==> config.mk <==
export PLATFORM = sky130hd
export DESIGN_NAME = rom_frame_streamer_flat
export DESIGN_NICKNAME = d
export VERILOG_FILES = /design/src/rtl/rom_frame_streamer_if.sv /design/src/rtl/rom_frame_streamer.sv /design/src/flat_wrapper.sv
export SDC_FILE = /design/constraint.sdc
export NUM_CORES = 1
export LEC_CHECK = 0
export BUFFER_PORTS_ARGS = -buffer_cell sky130_fd_sc_hd__buf_2
export CORE_MARGIN = 5
export CORE_UTILIZATION = 50
export DETAILED_ROUTE_END_ITERATION = 7
export GPL_ROUTABILITY_DRIVEN = 1
export PLACE_DENSITY_LB_ADDON = 0.15
export SLEW_MARGIN = 20
export SYNTH_ARGS = -nofsm -noshare
export SYNTH_HDL_FRONTEND = slang
export SYNTH_SLANG_ARGS = --single-unit
==> constraint.sdc <==
create_clock -name clock -period 5.1 [get_ports clock]
set_input_delay 0.51 -clock clock [delete_from_list [all_inputs] [get_ports clock]]
set_output_delay 0.51 -clock clock [all_outputs]
set_load 0.03 [all_outputs]
==> src/rtl/rom_frame_streamer_if.sv <==
// Avalon-ST source bundle carrying one frame of 32-bit words.
//   tx_data  : word payload
//   tx_valid : source has a beat this cycle
//   tx_ready : sink accepts (readyLatency 0)
//   tx_sop   : first word of the frame
//   tx_eop   : last word of the frame
//   tx_empty : unused bytes in the eop word
// Handshake: a beat transfers on a rising edge where tx_valid && tx_ready.
// Once tx_valid is high it stays high, with tx_data/sop/eop/empty frozen,
// until the beat transfers; tx_ready may toggle freely and never depends
// combinationally on tx_valid.
interface rom_frame_streamer_if;
  logic [31:0] tx_data;
  logic        tx_valid;
  logic        tx_ready;
  logic        tx_sop;
  logic        tx_eop;
  logic [1:0]  tx_empty;

  modport master (
    output tx_data, tx_valid, tx_sop, tx_eop, tx_empty,
    input  tx_ready
  );

  modport slave (
    input  tx_data, tx_valid, tx_sop, tx_eop, tx_empty,
    output tx_ready
  );
endinterface

==> src/rtl/rom_frame_streamer.sv <==
// Streams a frame of consecutive ROM words out of an Avalon-ST source.
// A start pulse in IDLE latches base address, length and last-word empty
// count; reads are then issued one per cycle against a fixed-latency ROM,
// tracked by a tag pipeline and landed in a small skip buffer feeding tx.
// Ports:
//   clock, reset_n            : rising-edge clock, async active-low reset
//   start, base_addr,
//   len_words, last_empty     : frame request (sampled on accepted start)
//   busy, done                : frame in progress / one-cycle completion
//   rom_address, rom_q        : ROM read port (ROM_LATENCY cycles)
//   tx                        : Avalon-ST source (master modport)
//   state_dbg, fifo_level     : debug view of FSM state and buffer fill
// FIFO_DEPTH must be at least ROM_LATENCY+2 for back-to-back streaming.
module rom_frame_streamer #(
  parameter int ROM_LATENCY = 2,
  parameter int FIFO_DEPTH  = 4
) (
  input  logic                 clock,
  input  logic                 reset_n,
  input  logic                 start,
  input  logic [10:0]          base_addr,
  input  logic [10:0]          len_words,
  input  logic [1:0]           last_empty,
  output logic                 busy,
  output logic                 done,
  output logic [10:0]          rom_address,
  input  logic [31:0]          rom_q,
  rom_frame_streamer_if.master tx,
  output logic [1:0]           state_dbg,
  output logic [7:0]           fifo_level
);
  localparam int PW = (FIFO_DEPTH > 1) ? $clog2(FIFO_DEPTH) : 1;
  localparam int CW = $clog2(FIFO_DEPTH + 1);

  typedef enum logic [1:0] {
    IDLE  = 2'd0,
    READ  = 2'd1,
    DRAIN = 2'd2
  } state_t;

  state_t state, state_nxt;

  logic [10:0]            len_q;
  logic [10:0]            remaining;
  logic [1:0]             last_empty_q;
  logic [ROM_LATENCY-1:0] tag_v, tag_sop, tag_eop;
  logic [31:0]            mem_data [FIFO_DEPTH];
  logic [FIFO_DEPTH-1:0]  mem_sop, mem_eop;
  logic [PW-1:0]          wr_ptr, rd_ptr;
  logic [CW-1:0]          count;
  logic [CW-1:0]          inflight;
  logic                   credit_ok;
  logic                   accept, zero_start, issue;
  logic                   push, pop, eop_accept, head_valid;

  // Reads in flight are counted against the buffer so that every issued
  // read is guaranteed a free slot when its data lands.
  always_comb begin
    inflight = '0;
    for (int i = 0; i < ROM_LATENCY; i++) begin
      inflight = inflight + CW'(tag_v[i]);
    end
  end

  assign credit_ok  = ({1'b0, count} + {1'b0, inflight}) < (CW+1)'(FIFO_DEPTH);
  assign push       = tag_v[ROM_LATENCY-1];
  assign head_valid = (count != '0);
  assign pop        = head_valid && tx.tx_ready;
  assign eop_accept = pop && tx.tx_eop;

  // State register
  always_ff @(posedge clock or negedge reset_n) begin
    if (!reset_n) state <= IDLE;
    else          state <= state_nxt;
  end

  // Next-state logic
  always_comb begin
    state_nxt = state;
    case (state)
      IDLE:    if (accept) state_nxt = READ;
      READ:    if (issue && remaining == 11'd1) state_nxt = DRAIN;
      DRAIN:   if (eop_accept) state_nxt = IDLE;
      default: state_nxt = IDLE;
    endcase
  end

  // FSM outputs
  always_comb begin
    busy       = (state != IDLE);
    state_dbg  = state;
    accept     = (state == IDLE) && start && (len_words != 11'd0);
    zero_start = (state == IDLE) && start && (len_words == 11'd0);
    issue      = (state == READ) && credit_ok;
  end

  // Frame context and read address; the address holds when nothing issues.
  always_ff @(posedge clock or negedge reset_n) begin
    if (!reset_n) begin
      rom_address  <= '0;
      len_q        <= '0;
      remaining    <= '0;
      last_empty_q <= '0;
      done         <= 1'b0;
    end else begin
      done <= zero_start || eop_accept;
      if (accept) begin
        rom_address  <= base_addr;
        len_q        <= len_words;
        remaining    <= len_words;
        last_empty_q <= last_empty;
      end else if (issue) begin
        rom_address <= rom_address + 11'd1;
        remaining   <= remaining - 11'd1;
      end
    end
  end

  // Tag pipeline: the last stage lines up with rom_q for the same read.
  always_ff @(posedge clock or negedge reset_n) begin
    if (!reset_n) begin
      tag_v   <= '0;
      tag_sop <= '0;
      tag_eop <= '0;
    end else begin
      tag_v[0]   <= issue;
      tag_sop[0] <= issue && (remaining == len_q);
      tag_eop[0] <= issue && (remaining == 11'd1);
      for (int i = 1; i < ROM_LATENCY; i++) begin
        tag_v[i]   <= tag_v[i-1];
        tag_sop[i] <= tag_sop[i-1];
        tag_eop[i] <= tag_eop[i-1];
      end
    end
  end

  // Buffer storage needs no reset: outputs are gated by the occupancy count.
  always_ff @(posedge clock) begin
    if (push) begin
      mem_data[wr_ptr] <= rom_q;
      mem_sop[wr_ptr]  <= tag_sop[ROM_LATENCY-1];
      mem_eop[wr_ptr]  <= tag_eop[ROM_LATENCY-1];
    end
  end

  always_ff @(posedge clock or negedge reset_n) begin
    if (!reset_n) begin
      wr_ptr <= '0;
      rd_ptr <= '0;
      count  <= '0;
    end else begin
      if (push) begin
        if (wr_ptr == PW'(FIFO_DEPTH - 1)) wr_ptr <= '0;
        else                               wr_ptr <= wr_ptr + PW'(1);
      end
      if (pop) begin
        if (rd_ptr == PW'(FIFO_DEPTH - 1)) rd_ptr <= '0;
        else                               rd_ptr <= rd_ptr + PW'(1);
      end
      case ({push, pop})
        2'b10:   count <= count + CW'(1);
        2'b01:   count <= count - CW'(1);
        default: count <= count;
      endcase
    end
  end

  // Head of the buffer drives tx; everything reads zero while empty.
  always_comb begin
    tx.tx_valid = head_valid;
    tx.tx_data  = '0;
    tx.tx_sop   = 1'b0;
    tx.tx_eop   = 1'b0;
    tx.tx_empty = 2'b00;
    if (head_valid) begin
      tx.tx_data  = mem_data[rd_ptr];
      tx.tx_sop   = mem_sop[rd_ptr];
      tx.tx_eop   = mem_eop[rd_ptr];
      tx.tx_empty = mem_eop[rd_ptr] ? last_empty_q : 2'b00;
    end
  end

  assign fifo_level = 8'(count);

endmodule

==> src/flat_wrapper.sv <==
// flat-port wrapper written by rule: the top's interface ports become plain ports
module rom_frame_streamer_flat 
#(
  parameter int ROM_LATENCY = 2,
  parameter int FIFO_DEPTH  = 4
)
  (clock, reset_n, start, base_addr, len_words, last_empty, busy, done, rom_address, rom_q, state_dbg, fifo_level, tx_tx_data, tx_tx_valid, tx_tx_sop, tx_tx_eop, tx_tx_empty, tx_tx_ready);
  rom_frame_streamer_if tx_i ();
  input  logic clock;
  input  logic reset_n;
  input  logic start;
  input  logic [10:0] base_addr;
  input  logic [10:0] len_words;
  input  logic [1:0] last_empty;
  output logic busy;
  output logic done;
  output logic [10:0] rom_address;
  input  logic [31:0] rom_q;
  output logic [1:0] state_dbg;
  output logic [7:0] fifo_level;
  output wire logic [$bits(tx_i.tx_data)-1:0] tx_tx_data;
  output wire logic [$bits(tx_i.tx_valid)-1:0] tx_tx_valid;
  output wire logic [$bits(tx_i.tx_sop)-1:0] tx_tx_sop;
  output wire logic [$bits(tx_i.tx_eop)-1:0] tx_tx_eop;
  output wire logic [$bits(tx_i.tx_empty)-1:0] tx_tx_empty;
  input wire logic [$bits(tx_i.tx_ready)-1:0] tx_tx_ready;
  assign tx_tx_data = tx_i.tx_data;
  assign tx_tx_valid = tx_i.tx_valid;
  assign tx_tx_sop = tx_i.tx_sop;
  assign tx_tx_eop = tx_i.tx_eop;
  assign tx_tx_empty = tx_i.tx_empty;
  assign tx_i.tx_ready = tx_tx_ready;
  rom_frame_streamer #(.ROM_LATENCY(ROM_LATENCY), .FIFO_DEPTH(FIFO_DEPTH)) u_core (.clock(clock), .reset_n(reset_n), .start(start), .base_addr(base_addr), .len_words(len_words), .last_empty(last_empty), .busy(busy), .done(done), .rom_address(rom_address), .rom_q(rom_q), .tx(tx_i), .state_dbg(state_dbg), .fifo_level(fifo_level));
endmodule
==> results of run 1 <==
==> metrics by stage <==
step | instances | setup WS (ps)
finish | 830 | 1980
global route | 830 | 1730
CTS | 830 | 1870
detailed placement | 798 | 2340
global placement | 798 | 2360
floorplan | 496 | 2940
==> worst reg2reg max path, cell delays in order, from the launching register on <==
cell	delay [ps]
dfrtp_1	450
ha_1	210
ha_1	200
nor4b_4	620
nand2_2	300
or4_1	560
o211ai_1	160
==> routing by layer <==
metal | GRT usage, % | wire (um) | up-vias | part of all wire (%)
met2 | 28.3 | 7620 | 124 | 51
met1 | 22.7 | 6400 | 2265 | 42
met4 | 6.38 | 219 | 0 | 1.5
li1 | - | - | 2072 | -
met5 | 0 | 0 | - | 0
met3 | 4.57 | 830 | 18 | 5.5
==> synthesized netlist by cell type, types with 10 or more instances <==
library cell,n
dfrtp_1,51
clkbuf_1,12
ha_1,11
xnor2_1,12
and2_1,39
xor2_1,12
edfxtp_1,136
mux4_2,34
nand4_1,10
nand3_1,15
o21ai_0,16
nand2_1,49
inv_1,13
==> state kept, by name, summed over array words and instances, names as in the netlist <==
register / count
u_core.tag_sop: 2
u_core.rd_ptr: 2
u_core.last_empty_q: 2
u_core.wr_ptr: 2
u_core.done: 1
u_core.count: 3
u_core.rom_address: 11
u_core.mem_data: 128
u_core.mem_sop: 4
u_core.mem_eop: 4
u_core.remaining: 11
u_core.len_q: 11
u_core.tag_eop: 2
u_core.state_dbg: 2
u_core.tag_v: 2
==> cell type report <==
type	count	area (um2)	area share, %
clock buffer	20	457	5.01
clock inverter	12	96.3	1.06
inverter	14	52.6	0.576
multi-input combinational	268	2290	25.1
sequential	187	5360	58.8
tap	211	264	2.89
timing repair buffer	118	601	6.58
==> cells by family (layout without fill, tap and decap cells) <==
| family | after synthesis | in the layout | share of synthesized area [%] |
|---|---|---|---|
| DFF | 187 | 187 | 68.4 |
| and+or+nand+nor | 150 | 150 | 10.5 |
| buffers and inverters | 41 | 164 | 2.63 |
| AOI/OAI and AO/OA | 40 | 40 | 3.56 |
| muxes | 37 | 37 | 10.2 |
| xor gates and xnor gates | 24 | 24 | 2.68 |
| adders and majority gates | 12 | 12 | 2.01 |
| other | 1 | 5 | 0.0478 |
==> power by group <==
group / total (W) / leakage [nW] / internal, W / switching, W
Sequential: 0.00233 / 1.85 / 0.00202 / 0.000309
Combinational: 0.00205 / 1.37 / 0.000807 / 0.00124
Clock: 0.00123 / 0.274 / 0.000694 / 0.000537
Total: 0.00561 / 3.49 / 0.00352 / 0.00209
==> worst max path at each step <==
stage,from,to,slack [ps],cells after the start
floorplan,u_core.rd_ptr[0]$_DFFE_PN0P_,tx_tx_data[10],2940,4
finish,u_core.rd_ptr[0]$_DFFE_PN0P_,tx_tx_data[31],1980,4
CTS,u_core.rd_ptr[0]$_DFFE_PN0P_,tx_tx_data[31],1870,4
global placement,u_core.rd_ptr[0]$_DFFE_PN0P_,tx_tx_data[17],2360,4
global route,u_core.rd_ptr[0]$_DFFE_PN0P_,tx_tx_data[17],1730,4
detailed placement,u_core.rd_ptr[0]$_DFFE_PN0P_,tx_tx_data[31],2340,4
==> results.sh, run 1 <==
export IMPL_synth_cells=492
export IMPL_ir_drop_uv=301
export IMPL_rsz0062_at_grt="no"
export IMPL_crit_chain="buf_4 -> mux4_2 -> and2_1 -> buf_2"
export IMPL_die_w_um=135
export IMPL_crit_family="flip-flops"
export IMPL_drt_iter0_markers=334
export IMPL_startpoint_type="flip-flop"
export IMPL_vias=4479
export IMPL_yosysWarningCount=0
export IMPL_p_total_w=0.00561
export IMPL_diodes=0
export IMPL_fillCellCount=1212
export IMPL_placed_area_um2=8570
export IMPL_hold_viol_final=0
export IMPL_yosys_top_cells_area="edfxtp_1 (52%), dfrtp_1 (16%), mux4_2 (9.8%), and2_1 (3.1%), nand2_1 (2.3%)"
export IMPL_finalInstanceArea_um2=9120
export IMPL_overflow=0
export IMPL_cts_tree="built"
export IMPL_drc=0
export IMPL_clock_latency_ps=420
export IMPL_hold_buffers=0
export IMPL_max_clock_freq_mhz=320
export IMPL_required_ps=4590
export IMPL_drt_wl_total_um=15100
export IMPL_port_buffers=114
export IMPL_drive_gt1_share_pct=32.1
export IMPL_dieArea_um2=18300
export IMPL_tns_ps=0
export IMPL_clock_sinks=187
export IMPL_grt_max_degree=52
export IMPL_drtAntennaViolNets=0
export IMPL_end_kind="output port"
export IMPL_cp_slowest_cell="dfrtp_2"
export IMPL_wire_per_inst_um=18.1
export IMPL_cts_resized_gates=0
export IMPL_p_leak_nw=3.49
export IMPL_grt_util_all_layers_pct=17.4
export IMPL_hold_slack_ps=183
export IMPL_cpPeakStageDelay_ps=920
export IMPL_r2r_end="u_core.remaining[7]$_DFFE_PN0P_"
export IMPL_min_delay_path_class="primary input to asynchronous set/reset pin"
export IMPL_finalMaxSlewViolations=0
export IMPL_async_flop_share_pct=27.3
export IMPL_grt_pass1_vias=4621
export IMPL_finalCriticalPeriod_ps=3120
export IMPL_synth_area_um2=7840
export IMPL_rows=45
export IMPL_clock_root_buffer="clkbuf_16"
export IMPL_ys_types=46
export IMPL_power_per_cell_area_nw_per_um2=615
export IMPL_antenna_found_initial=0
export IMPL_area_growth_synth_to_final_pct=16.4
export IMPL_clk_path_buf_depth=2
export IMPL_cp_max_fo=26
export IMPL_globalplace_congestion=0.818
export IMPL_fin_crit_sh_pct=61.3
export IMPL_synth_edf_count=136
export IMPL_grt_pass1_wl_um=24300
export IMPL_fin_util_pct=59.6
export IMPL_regToRegSetupSlack_ps=2510
export IMPL_drtPass1Iterations=5
export IMPL_synthFlopType="edfxtp_1"
export IMPL_yosys_area_top_type="edfxtp_1"
export IMPL_mostFrequentLayoutCells="edfxtp_1 (136), buf_2 (114), nand2_1 (49), dfrtp_1 (49), and2_1 (35)"
export IMPL_r2r_cells=6
export IMPL_syn_avg_cell_area_um2=15.9
export IMPL_dpl_hpwl_um=9940
export IMPL_relSlewSlack_pct=36.4
export IMPL_max_cap_viol_count=0
export IMPL_htreeDepth=4
export IMPL_io_pins=120
export IMPL_layout_nets=678
export IMPL_skew_ps=7.20
export IMPL_synth_top_area_share_pct=52.1
export IMPL_postCtsSetupBuffers=0
export IMPL_clk_pin_slew_ps=70
export IMPL_initial_core_util_pct=51.2
export IMPL_r2r_start="u_core.tag_v[1]$_DFF_PN0_"
export IMPL_yosysSeqAreaShare_pct=68.4
export IMPL_die_y_um=135
export IMPL_vias_per_cell=5.40
export IMPL_ys_seq_elements=187
export IMPL_worst_slew_pin_slew_ps=954
export IMPL_finalSetupViolCount=0
export IMPL_final_common_cell="edfxtp_1"
export IMPL_core_area_um2=15300
export IMPL_critical_path_class="flip-flop to output port"
export IMPL_crit_buf_inv=2
export IMPL_status="finished, final reports clean"
export IMPL_cts_inserted_buffers=17
export IMPL_worstPathArrival_ps=2610
No activity file was read; power rests on OpenSTA's default activity.
==> run 2, diff against run 1 <==
- clock period: 5.1 -> 3.2 ns (I/O delays scaled with it)
==> run 2 against run 1 <==
Compared with the run above:
- hold slack got worse by 96 ps
- count of clock-buffer cells in the layout increased by 4
- largest cell class unchanged
- die area is the same
- total power up 66%
- sequential power rose by 56%
- global-route usage grew 0.11 points
- clock skew rose by 11 ps
- register-to-register slack got worse by 1600 ps
- non-clock buffer count increased by 4
- clock power grew 85%
==> results.sh, run 2 (synthesis gave the netlist of run 1 again) <==
export IMPL_die_y_um=135
export IMPL_clock_sinks=187
export IMPL_combPwrFrac_pct=36.4
export IMPL_die_w_um=135
export IMPL_status="finished, final reports clean"
export IMPL_clkPwrFrac_pct=24.5
export IMPL_io_pins=120
export IMPL_grt_max_degree=39
export IMPL_finalNonFillerCells=834
export IMPL_relSlewSlack_pct=36.2
export IMPL_drtPass1Iterations=4
export IMPL_initial_core_util_pct=51.2
export IMPL_overflow=0
export IMPL_finalCriticalPeriod_ps=2590
export IMPL_grt_pass1_vias=4734
export IMPL_seqPwrFrac_pct=39.1
export IMPL_min_delay_path_class="primary input to flip-flop"
export IMPL_skew_ps=18.0
export IMPL_grt_pass1_wl_um=24600
export IMPL_largest_register_ffs=128
export IMPL_vias=4490
export IMPL_rows=45
export IMPL_power_per_cell_area_nw_per_um2=1000
export IMPL_mostFrequentLayoutCells="edfxtp_1 (136), buf_2 (114), nand2_1 (49), dfrtp_1 (49), and2_1 (35)"
export IMPL_startpoint_type="flip-flop"
export IMPL_whs_path_depth=3
export IMPL_dpl_hpwl_um=10000
export IMPL_finalSetupViolCount=0
export IMPL_grt_util_all_layers_pct=17.5
export IMPL_postCtsSetupBuffers=0
export IMPL_drc=0
export IMPL_p_leak_nw=3.56
export IMPL_sw_frac_of_total_pct=36.0
export IMPL_drive_gt1_share_pct=32.4
export IMPL_max_clock_freq_mhz=386
export IMPL_top_register="u_core.mem_data"
export IMPL_wire_per_inst_um=18.6
export IMPL_layout_setup_ws_ps=607
export IMPL_drtAntennaViolNets=0
export IMPL_globalplace_congestion=0.819
export IMPL_placedCellCount=801
export IMPL_antenna_found_initial=0
export IMPL_clock_latency_ps=430
export IMPL_rsz0062_at_grt="no"
export IMPL_final_common_cell="edfxtp_1"
export IMPL_dieArea_um2=18300
export IMPL_htreeDepth=4
export IMPL_layout_nets=682
export IMPL_cpPeakStageDelay_ps=970
export IMPL_cts_inserted_buffers=17
export IMPL_clk_path_buf_depth=2
export IMPL_cp_max_fo=36
export IMPL_crit_chain="mux4_2 -> and3_1 -> buf_2"
export IMPL_drt_wl_total_um=15500
export IMPL_clock_root_buffer="clkbuf_16"
export IMPL_fin_crit_sh_pct=81.0
export IMPL_finalMaxSlewViolations=0
export IMPL_required_ps=2880
export IMPL_vias_per_cell=5.38
export IMPL_area_growth_synth_to_final_pct=18.2
export IMPL_clk_pin_slew_ps=60
export IMPL_worstPathArrival_ps=2270
export IMPL_end_kind="output port"
export IMPL_fillCellCount=1212
export IMPL_p_sw_w=0.00334
export IMPL_max_cap_viol_count=0
export IMPL_cts_tree="built"
export IMPL_worst_slew_pin_slew_ps=957
export IMPL_hold_viol_final=0
export IMPL_r2r_cells=7
export IMPL_critical_path_class="flip-flop to output port"
export IMPL_port_buffers=114
export IMPL_ir_drop_uv=519
export IMPL_diodes=0
export IMPL_p_int_w=0.00594
export IMPL_core_area_um2=15300
export IMPL_tns_ps=0
export IMPL_cp_slowest_cell="dfrtp_2"
export IMPL_fin_util_pct=60.5
export IMPL_dp_slack_ps=896
export IMPL_drt_iter0_markers=245
## run 2: cell count changes in the layout (fill, tap and decap cells not counted), sizes merged
cell,delta
clkinv,-6
clkbuf,+4
buf,+3
bufinv,+2
dlygate4sd3,+1
## run 2: worst max-delay path, delay by kind of cell (launching register included)
kind                   cells  cell delay, ps
flip-flops                 1             970
AND/OR/NAND/NOR            1             210
multiplexers               1             490
buffers and inverters      1             170
## run 2: through the flow
step / instance area, um2 / hold WS (ps) / total power (W)
after floorplan: 7850 / 24.4 / 0.00610
after global placement: 8590 / 333 / 0.00705
after detailed placement: 8590 / 338 / 0.00712
after CTS: 9260 / 77.2 / 0.00939
after global routing: 9260 / 92.4 / 0.00978
final: 9260 / 87.4 / 0.00929
## run 2: worst paths after layout
kind	startpoint	endpoint	slack (ps)
worst max-delay path	u_core.rd_ptr[1]$_DFFE_PN0P_	tx_tx_empty[0]	610
worst min-delay path	last_empty[0]	u_core.last_empty_q[0]$_DFFE_PN0P_	90
worst max register to register	u_core.tag_v[1]$_DFF_PN0_	u_core.remaining[7]$_DFFE_PN0P_	890
worst min register to register	u_core.tag_sop[0]$_DFF_PN0_	u_core.tag_sop[1]$_DFF_PN0_	350
max in group asynchronous	reset_n	u_core.remaining[7]$_DFFE_PN0P_	1990
min in group asynchronous	reset_n	u_core.remaining[5]$_DFFE_PN0P_	450
## run 2: routing by layer
layer / vias to the layer above / part of all wire (%) / global-route usage (%)
li1: 2087 / - / -
met1: 2251 / 44 / 23.6
met2: 133 / 48 / 27.9
met3: 19 / 6.0 / 4.64
met4: 0 / 1.4 / 5.88
met5: - / 0 / 0
## run 2: cell type report
class                           instances  area [um2]  area share [%]
Clock inverter                          8         123            1.32
Timing Repair Buffer                  122         633            6.84
Multi-Input combinational cell        268        2290            24.7
Sequential cell                       187        5360            57.9
Inverter                               14        52.6           0.567
Tap cell                              211         264            2.85
Clock buffer                           24         536            5.78
## run 2: what timing repair did
item | 4_1_cts | 5_1_grt
hold buffers | 1 | 0
resized for setup | 0 | 0
endpoints found under the hold margin | 29 | 0
## run 2: power groups by stage
stage	sequential, W	combinational (W)	clock [W]
6_report	0.00363	0.00338	0.00227
5_1_grt	0.00369	0.00368	0.00241
4_1_cts	0.00364	0.00345	0.00230
3_5_place_dp	0.00368	0.00344	0
3_3_place_gp	0.00365	0.00341	0
2_1_floorplan	0.00363	0.00247	0
